## config.mk

```make
export PLATFORM = sky130hd
export DESIGN_NAME = iobus_timer_intr
export DESIGN_NICKNAME = d
export VERILOG_FILES = /design/src/rtl/iobus_timer_intr.sv
export SDC_FILE = /design/constraint.sdc
export NUM_CORES = 1
export LEC_CHECK = 0
export ABC_CLOCK_PERIOD_IN_PS = 6400
export CAP_MARGIN = 20
export CORE_ASPECT_RATIO = 1.5
export CORE_UTILIZATION = 24
export CTS_CLUSTER_DIAMETER = 80
export CTS_CLUSTER_SIZE = 12
export DETAILED_ROUTE_END_ITERATION = 7
export SYNTH_ARGS = -nofsm -noshare
export SYNTH_HDL_FRONTEND = slang
export SYNTH_SLANG_ARGS = --single-unit
```

## constraint.sdc

```tcl
create_clock -name CLK -period 6.4 [get_ports CLK]
set_clock_uncertainty 0.15 [all_clocks]
set_input_delay 0.96 -clock CLK [delete_from_list [all_inputs] [get_ports CLK]]
set_output_delay 0.96 -clock CLK [all_outputs]
set_load 0.005 [all_outputs]
```

## src/rtl/iobus_timer_intr.sv

```systemverilog
// iobus_timer_intr: memory-mapped interval timer on the OTTER I/O bus.
// The CPU programs a terminal count, a prescaler and an enable.
// The counter advances once per prescaled tick.
// Each terminal event raises INTR toward the CPU.
// Optional build macro IOTIMER_LEVEL_INTR_EN: INTR becomes a level that
// software acknowledges by writing CTRL with bit17=1. Without the macro,
// INTR is a fixed-width pulse of INTR_PULSE_CYCLES clocks.
module iobus_timer_intr #(
   parameter logic [31:0] ADDR_CTRL         = 32'h1100_00D0,
   parameter logic [31:0] ADDR_TC           = 32'h1100_00D4,
   parameter logic [31:0] ADDR_CNT          = 32'h1100_00D8,
   parameter int          INTR_PULSE_CYCLES = 2
) (
   input  logic        CLK,
   input  logic        RST,
   input  logic [31:0] IOBUS_ADDR,
   input  logic [31:0] IOBUS_OUT,
   input  logic        IOBUS_WR,
   output logic [31:0] RD_DATA,
   output logic        RD_HIT,
   output logic        INTR
);

   typedef enum logic {I_IDLE, I_ACTIVE} istate_t;

   // Register file: CTRL fields, terminal count, live counter, prescale divider
   logic        en_q, en_d;
   logic        ar_q, ar_d;
   logic [7:0]  prescale_q, prescale_d;
   logic        ovr_q, ovr_d;
   logic [31:0] tc_q, tc_d;
   logic [31:0] cnt_q, cnt_d;
   logic [7:0]  div_q, div_d;

   istate_t     state_q, state_d;

   logic hit_ctrl, hit_tc, hit_cnt;
   logic wr_ctrl, wr_tc, wr_cnt;
   logic tick, term, ovr_set;

   assign hit_ctrl = (IOBUS_ADDR == ADDR_CTRL);
   assign hit_tc   = (IOBUS_ADDR == ADDR_TC);
   assign hit_cnt  = (IOBUS_ADDR == ADDR_CNT);

   assign wr_ctrl  = IOBUS_WR & hit_ctrl;
   assign wr_tc    = IOBUS_WR & hit_tc;
   assign wr_cnt   = IOBUS_WR & hit_cnt;

   // A tick fires on the cycle the divider reaches PRESCALE, giving a period of PRESCALE+1
   assign tick    = en_q & (div_q == prescale_q);
   // A CPU store to CNT overrides the tick, so no terminal event can happen that cycle
   assign term    = tick & ~wr_cnt & (cnt_q == tc_q);
   // A terminal event that lands while INTR is already asserted is an overrun
   assign ovr_set = term & (state_q == I_ACTIVE);

   // Combinational read-back of the current (pre-write) register values
   always_comb begin
      RD_DATA = 32'd0;
      RD_HIT  = 1'b0;
      if (hit_ctrl) begin
         RD_DATA = {15'd0, ovr_q, prescale_q, 6'd0, ar_q, en_q};
         RD_HIT  = 1'b1;
      end else if (hit_tc) begin
         RD_DATA = tc_q;
         RD_HIT  = 1'b1;
      end else if (hit_cnt) begin
         RD_DATA = cnt_q;
         RD_HIT  = 1'b1;
      end
   end

   // Next-state for the timer registers; CPU stores are applied last so they take priority
   always_comb begin
      en_d       = en_q;
      ar_d       = ar_q;
      prescale_d = prescale_q;
      ovr_d      = ovr_q;
      tc_d       = tc_q;
      cnt_d      = cnt_q;
      div_d      = div_q;

      if (en_q) begin
         div_d = tick ? 8'd0 : div_q + 8'd1;
      end

      if (tick) begin
         if (term) begin
            cnt_d = 32'd0;
            if (!ar_q) begin
               en_d = 1'b0;
            end
         end else begin
            cnt_d = cnt_q + 32'd1;
         end
      end

      if (ovr_set) begin
         ovr_d = 1'b1;
      end

      if (wr_cnt) begin
         cnt_d = IOBUS_OUT;
      end

      if (wr_tc) begin
         tc_d = IOBUS_OUT;
      end

      // Writing CTRL restarts the prescale phase; a write-1 to bit16 clears OVR
      // even if an overrun is flagged on the same edge.
      if (wr_ctrl) begin
         en_d       = IOBUS_OUT[0];
         ar_d       = IOBUS_OUT[1];
         prescale_d = IOBUS_OUT[15:8];
         div_d      = 8'd0;
         if (IOBUS_OUT[16]) begin
            ovr_d = 1'b0;
         end
      end
   end

   // Timer register update with asynchronous active-low reset
   always_ff @(posedge CLK or negedge RST) begin
      if (!RST) begin
         en_q       <= 1'b0;
         ar_q       <= 1'b0;
         prescale_q <= 8'd0;
         ovr_q      <= 1'b0;
         tc_q       <= 32'd0;
         cnt_q      <= 32'd0;
         div_q      <= 8'd0;
      end else begin
         en_q       <= en_d;
         ar_q       <= ar_d;
         prescale_q <= prescale_d;
         ovr_q      <= ovr_d;
         tc_q       <= tc_d;
         cnt_q      <= cnt_d;
         div_q      <= div_d;
      end
   end

`ifdef IOTIMER_LEVEL_INTR_EN
   logic ack;

   // Software acknowledge: a CTRL store with bit17 set
   assign ack = wr_ctrl & IOBUS_OUT[17];

   // Level interrupt: raised by a terminal event, held until acked; a same-cycle event wins over the ack
   always_comb begin
      state_d = state_q;
      case (state_q)
         I_IDLE: begin
            if (term) begin
               state_d = I_ACTIVE;
            end
         end
         I_ACTIVE: begin
            if (ack && !term) begin
               state_d = I_IDLE;
            end
         end
         default: state_d = I_IDLE;
      endcase
   end

   // Interrupt state register; reset drops INTR immediately
   always_ff @(posedge CLK or negedge RST) begin
      if (!RST) begin
         state_q <= I_IDLE;
      end else begin
         state_q <= state_d;
      end
   end
`else
   localparam int             PW         = (INTR_PULSE_CYCLES > 1) ? $clog2(INTR_PULSE_CYCLES) : 1;
   localparam logic [PW-1:0]  PULSE_LOAD = PW'(INTR_PULSE_CYCLES - 1);

   logic [PW-1:0] pcnt_q, pcnt_d;

   // Pulse interrupt: each terminal event (re)loads the width counter, so back-to-back events stretch the pulse
   always_comb begin
      state_d = state_q;
      pcnt_d  = pcnt_q;
      case (state_q)
         I_IDLE: begin
            if (term) begin
               state_d = I_ACTIVE;
               pcnt_d  = PULSE_LOAD;
            end
         end
         I_ACTIVE: begin
            if (term) begin
               pcnt_d = PULSE_LOAD;
            end else if (pcnt_q == '0) begin
               state_d = I_IDLE;
            end else begin
               pcnt_d = pcnt_q - 1'b1;
            end
         end
         default: state_d = I_IDLE;
      endcase
   end

   // Interrupt state and pulse-width counter; reset drops INTR immediately
   always_ff @(posedge CLK or negedge RST) begin
      if (!RST) begin
         state_q <= I_IDLE;
         pcnt_q  <= '0;
      end else begin
         state_q <= state_d;
         pcnt_q  <= pcnt_d;
      end
   end
`endif

   assign INTR = (state_q == I_ACTIVE);

endmodule

```

==> impl_results.md <==
- Mapped cell area: 0.00527 mm²
- Critical R2R Capture: en_q$_DFFE_PN0P_
- Max stage delay on crit path: 1090 ps
- CTS Sinks: 85
- Rows: 66
- Max-Cap Viols: 0
- Post-CTS sizing: 0
- Slew @ Worst Pin: roughly 1200 ps
- Clk buf depth: 2
- Drt initial violations: 344
- DRC Markers: 0
- Sw power: approximately 0.25 mW
- Hold Path Class: in2async
- GRT Total Usage: 15.6%
- Die H: 183 µm
- Clock Latency Late Sink: 350 ps
- Vias in the first global route: 4760
- Worst Path Class, Setup: in2out
- Leak: 2.99 nW
- GRT Residual Overflow: 0
- CTS tree: yes
- GP Congestion: 0.883
- Main synth FF type: dfrtp_1
- Final slew viol count: 0
- Core ar.: approximately 0.022 mm²
- Final core utilization: 32.1%
- Post-DP Area: 0.00654 mm²
- Post-Synth XOR/XNOR Area: 7.15%
- Final net count: 725
- Placed Instances: 916
- Number of enable flip-flop cells after synthesis: 0
- Ratio of cells with drive above 1 in the final layout: 8.32%
- Hold Vio Cnt, Final: 0
- Fmax: between 150 and 200 MHz
- CP endpoint kind: output port
- Most used cell, CP: clkdlybuf4s50_1
- Chip width: between 100 and 150 µm
- Post-CTS Hold Buffers: 0
- Yosys warns: 0
- Antenna violations before repair: 0
- Post-Synthesis Cells: 576
- Peak VDD IR: 0.000140 V
- Via Count: 4876
- Post-Synth Simple-Gate Area: 20.1%
- Final period util: between 80% and 90%
- Routed len/inst: between 15 and 20 µm
- Compound-Gate Fraction of Synth Area: about 18%
- R2R depth: 7
- CP arrival: between 4000 and 5000 ps
- Final wirelength: 17200 µm
- Post-CTS Setup Bufs: 0
- Main combinational cell family by area after synthesis: simple AND/OR/NAND/NOR gates
- Seq cells post-synth: 85
- Seq/Total Area, Yosys: 40.4%
- RSZ-0062 raised after global routing: false
- Synth Net Count: 645
- Drt pass-1 iters: 8
- Starting Density: around 24%
- Top cell type's share of synthesized area: 40.4%
- Top cell type by total area after synthesis: dfrtp_1
- Sequential power share: about 42%
- Data required, critical path: 5290 ps
- Combinational fraction of design power: under 10%
- Critical-path cell list: clkdlybuf4s50_1 > nor4b_1 > nand4_1 > nor4b_4 > buf_4 > a22o_1 > clkdlybuf4s50_1
- Largest delay share family, worst path: simple AND/OR/NAND/NOR gates
- DR vias/cell: 5.23
- Ys async rst share: 100%
- Post-DRT Antenna Nets: 0
- FF-to-FF Start: cnt_q[1]$_DFFE_PN0P_
- Worst R2R Setup Slack: around 3300 ps
- Distinct cells, synth: 53
- Max-slew headroom: 22.1%
- CTS root buffer: clkbuf_16
- Total Power: 1.27 mW
- Mux contribution to synthesized area: 9.17%
- Fin crit period: 5230 ps
- CTS buffer count: 9
- Slack of the critical path: 1170 ps
- Sw frac: 19.7%
- Min Hold Slack: 276 ps
- Pint: around 1 mW
- Clock-pin slew on the worst setup and hold paths: roughly 60 ps
- Buffers on Ports: 100
- Crit. Startpoint: IOBUS_ADDR[26]
- Largest net degree at the start of global routing: 78
- H-tree Lvls: 3
- Final cell count without fillers: 933
- Top cells by area, synth: dfrtp_1 (40%), xnor2_1 (6.7%), mux2_1 (6.6%)
- Avg Cell Area, Syn: about 9.1 µm²
- Outcome: finished clean
- Setup violators final: 0
- Die footprint: ~0.023 mm²
- Finished Cell Area: 0.00694 mm²
- Max FO, Critical Path: 17
- Synth Area in Adders: 0.475%
- Critical path destination: RD_DATA[5]
- IO Pins: 101
- Dpl hpwl: roughly 13000 µm
- Final TNS setup: 0 ps
- Dpl ws: 1190 ps
- Worst Path Buf+Inv: 3
- First-pass GRT wire length: 26700 µm
- Clk pwr share: 52.8%
- Crit-path slowest cell: nor4b_4
- Critical Path Stages: 7
- Area Growth Syn to Fin: 31.9%
- CP Launch Type: input pin
- Antenna Cells: 0
- PwrDens: roughly 180 mW/mm²
worst register-to-register path, delay by kind of cell, from the launching register on:
kind            cells  cell delay, ps
compound gates      2             560
xor+xnor            1             390
flops               1             450
buf+inv             1             310
simple gates        3            1100
cell usage in the layout (no fill, tap or decap), types with 3 or more instances in the layout:
master / synthesis / final
a22o_1: 21 / 21
clkbuf_16: 0 / 9
a222oi_1: 11 / 11
or3_1: 6 / 6
nor4_1: 10 / 9
o21ai_1: 6 / 6
nor2_1: 57 / 57
xor2_1: 3 / 3
dfrtp_1: 85 / 85
inv_1: 16 / 16
o21ai_0: 21 / 21
nand4_1: 17 / 17
a22oi_1: 3 / 3
a31oi_1: 29 / 29
a2111oi_0: 3 / 3
or4_1: 3 / 3
xnor2_1: 40 / 40
mux2_1: 31 / 31
mux2_2: 11 / 11
clkdlybuf4s50_1: 0 / 99
and3_1: 7 / 7
buf_4: 0 / 15
or2_2: 3 / 3
a21boi_0: 9 / 9
nor4_2: 3 / 4
nor3_1: 4 / 4
nand2_1: 40 / 40
a21oi_1: 25 / 25
nand3b_1: 5 / 5
nand3_1: 31 / 30
bufinv_16: 0 / 4
state kept, by name, summed over array words and instances (netlist names), 8 cells and up:
| register | count |
|---|---|
| cnt_q | 32 |
| prescale_q | 8 |
| tc_q | 32 |
| div_q | 8 |
worst min path at each step:
stage / from / to / slack, ps / cells past startpoint
2_1_floorplan: pcnt_q$_DFFE_PN0P_ / INTR$_DFF_PN0_ / 290 / 2
3_3_place_gp: pcnt_q$_DFFE_PN0P_ / INTR$_DFF_PN0_ / 300 / 2
3_5_place_dp: pcnt_q$_DFFE_PN0P_ / INTR$_DFF_PN0_ / 320 / 2
4_1_cts: RST / tc_q[19]$_DFFE_PN0P_ / 270 / 1
5_1_grt: RST / tc_q[25]$_DFFE_PN0P_ / 270 / 1
6_report: RST / tc_q[19]$_DFFE_PN0P_ / 280 / 1
synthesized netlist by cell type (4+ instances only):
| master | n |
|---|---|
| a21oi_1 | 25 |
| and3_1 | 7 |
| a21boi_0 | 9 |
| dfrtp_1 | 85 |
| o21ai_0 | 21 |
| a22o_1 | 21 |
| nor2_1 | 57 |
| clkbuf_1 | 33 |
| inv_1 | 16 |
| mux2_2 | 11 |
| or3_1 | 6 |
| nor3_1 | 4 |
| a31oi_1 | 29 |
| nand4_1 | 17 |
| o21ai_1 | 6 |
| nor4_1 | 10 |
| a222oi_1 | 11 |
| xnor2_1 | 40 |
| nand3_1 | 31 |
| mux2_1 | 31 |
| nand3b_1 | 5 |
| buf_2 | 12 |
| nand2_1 | 40 |
routing by layer:
layer / global-route usage (%) / share of wire (%) / up-vias
li1: - / - / 2289
met1: 18.1 / 39 / 2401
met2: 27.8 / 53 / 157
met3: 2.33 / 4.6 / 29
met4: 7.27 / 3.5 / 0
met5: 0 / 0 / -
kinds of logic (layout without fill, tap and decap cells):
group,Yosys count,in the layout
buffers and inverters,62,147
DFF,85,85
xor gates and xnor gates,43,43
AOI/OAI and AO/OA,139,139
adders and majority gates,2,2
muxes,43,43
and+or+nand+nor,202,202
power groups by stage:
| stage | registers, mW | logic, mW | clock network [mW] |
|---|---|---|---|
| 5_1_grt | 0.537 | 0.0672 | 0.702 |
| 4_1_cts | 0.537 | 0.0620 | 0.678 |
| 6_report | 0.537 | 0.0622 | 0.670 |
| 2_1_floorplan | 0.547 | 0.00235 | 0 |
| 3_3_place_gp | 0.547 | 0.0616 | 0 |
| 3_5_place_dp | 0.547 | 0.0617 | 0 |
final cells by class:
class	count	area [µm²]
sequential	85	2130
clock buffer	11	253
clock inverter	5	129
timing repair buffer	115	1120
multi-input combinational	429	2910
tap	272	340
inverter	16	60.1
fill	2269	14700
Power figures use the tool's default switching activity.
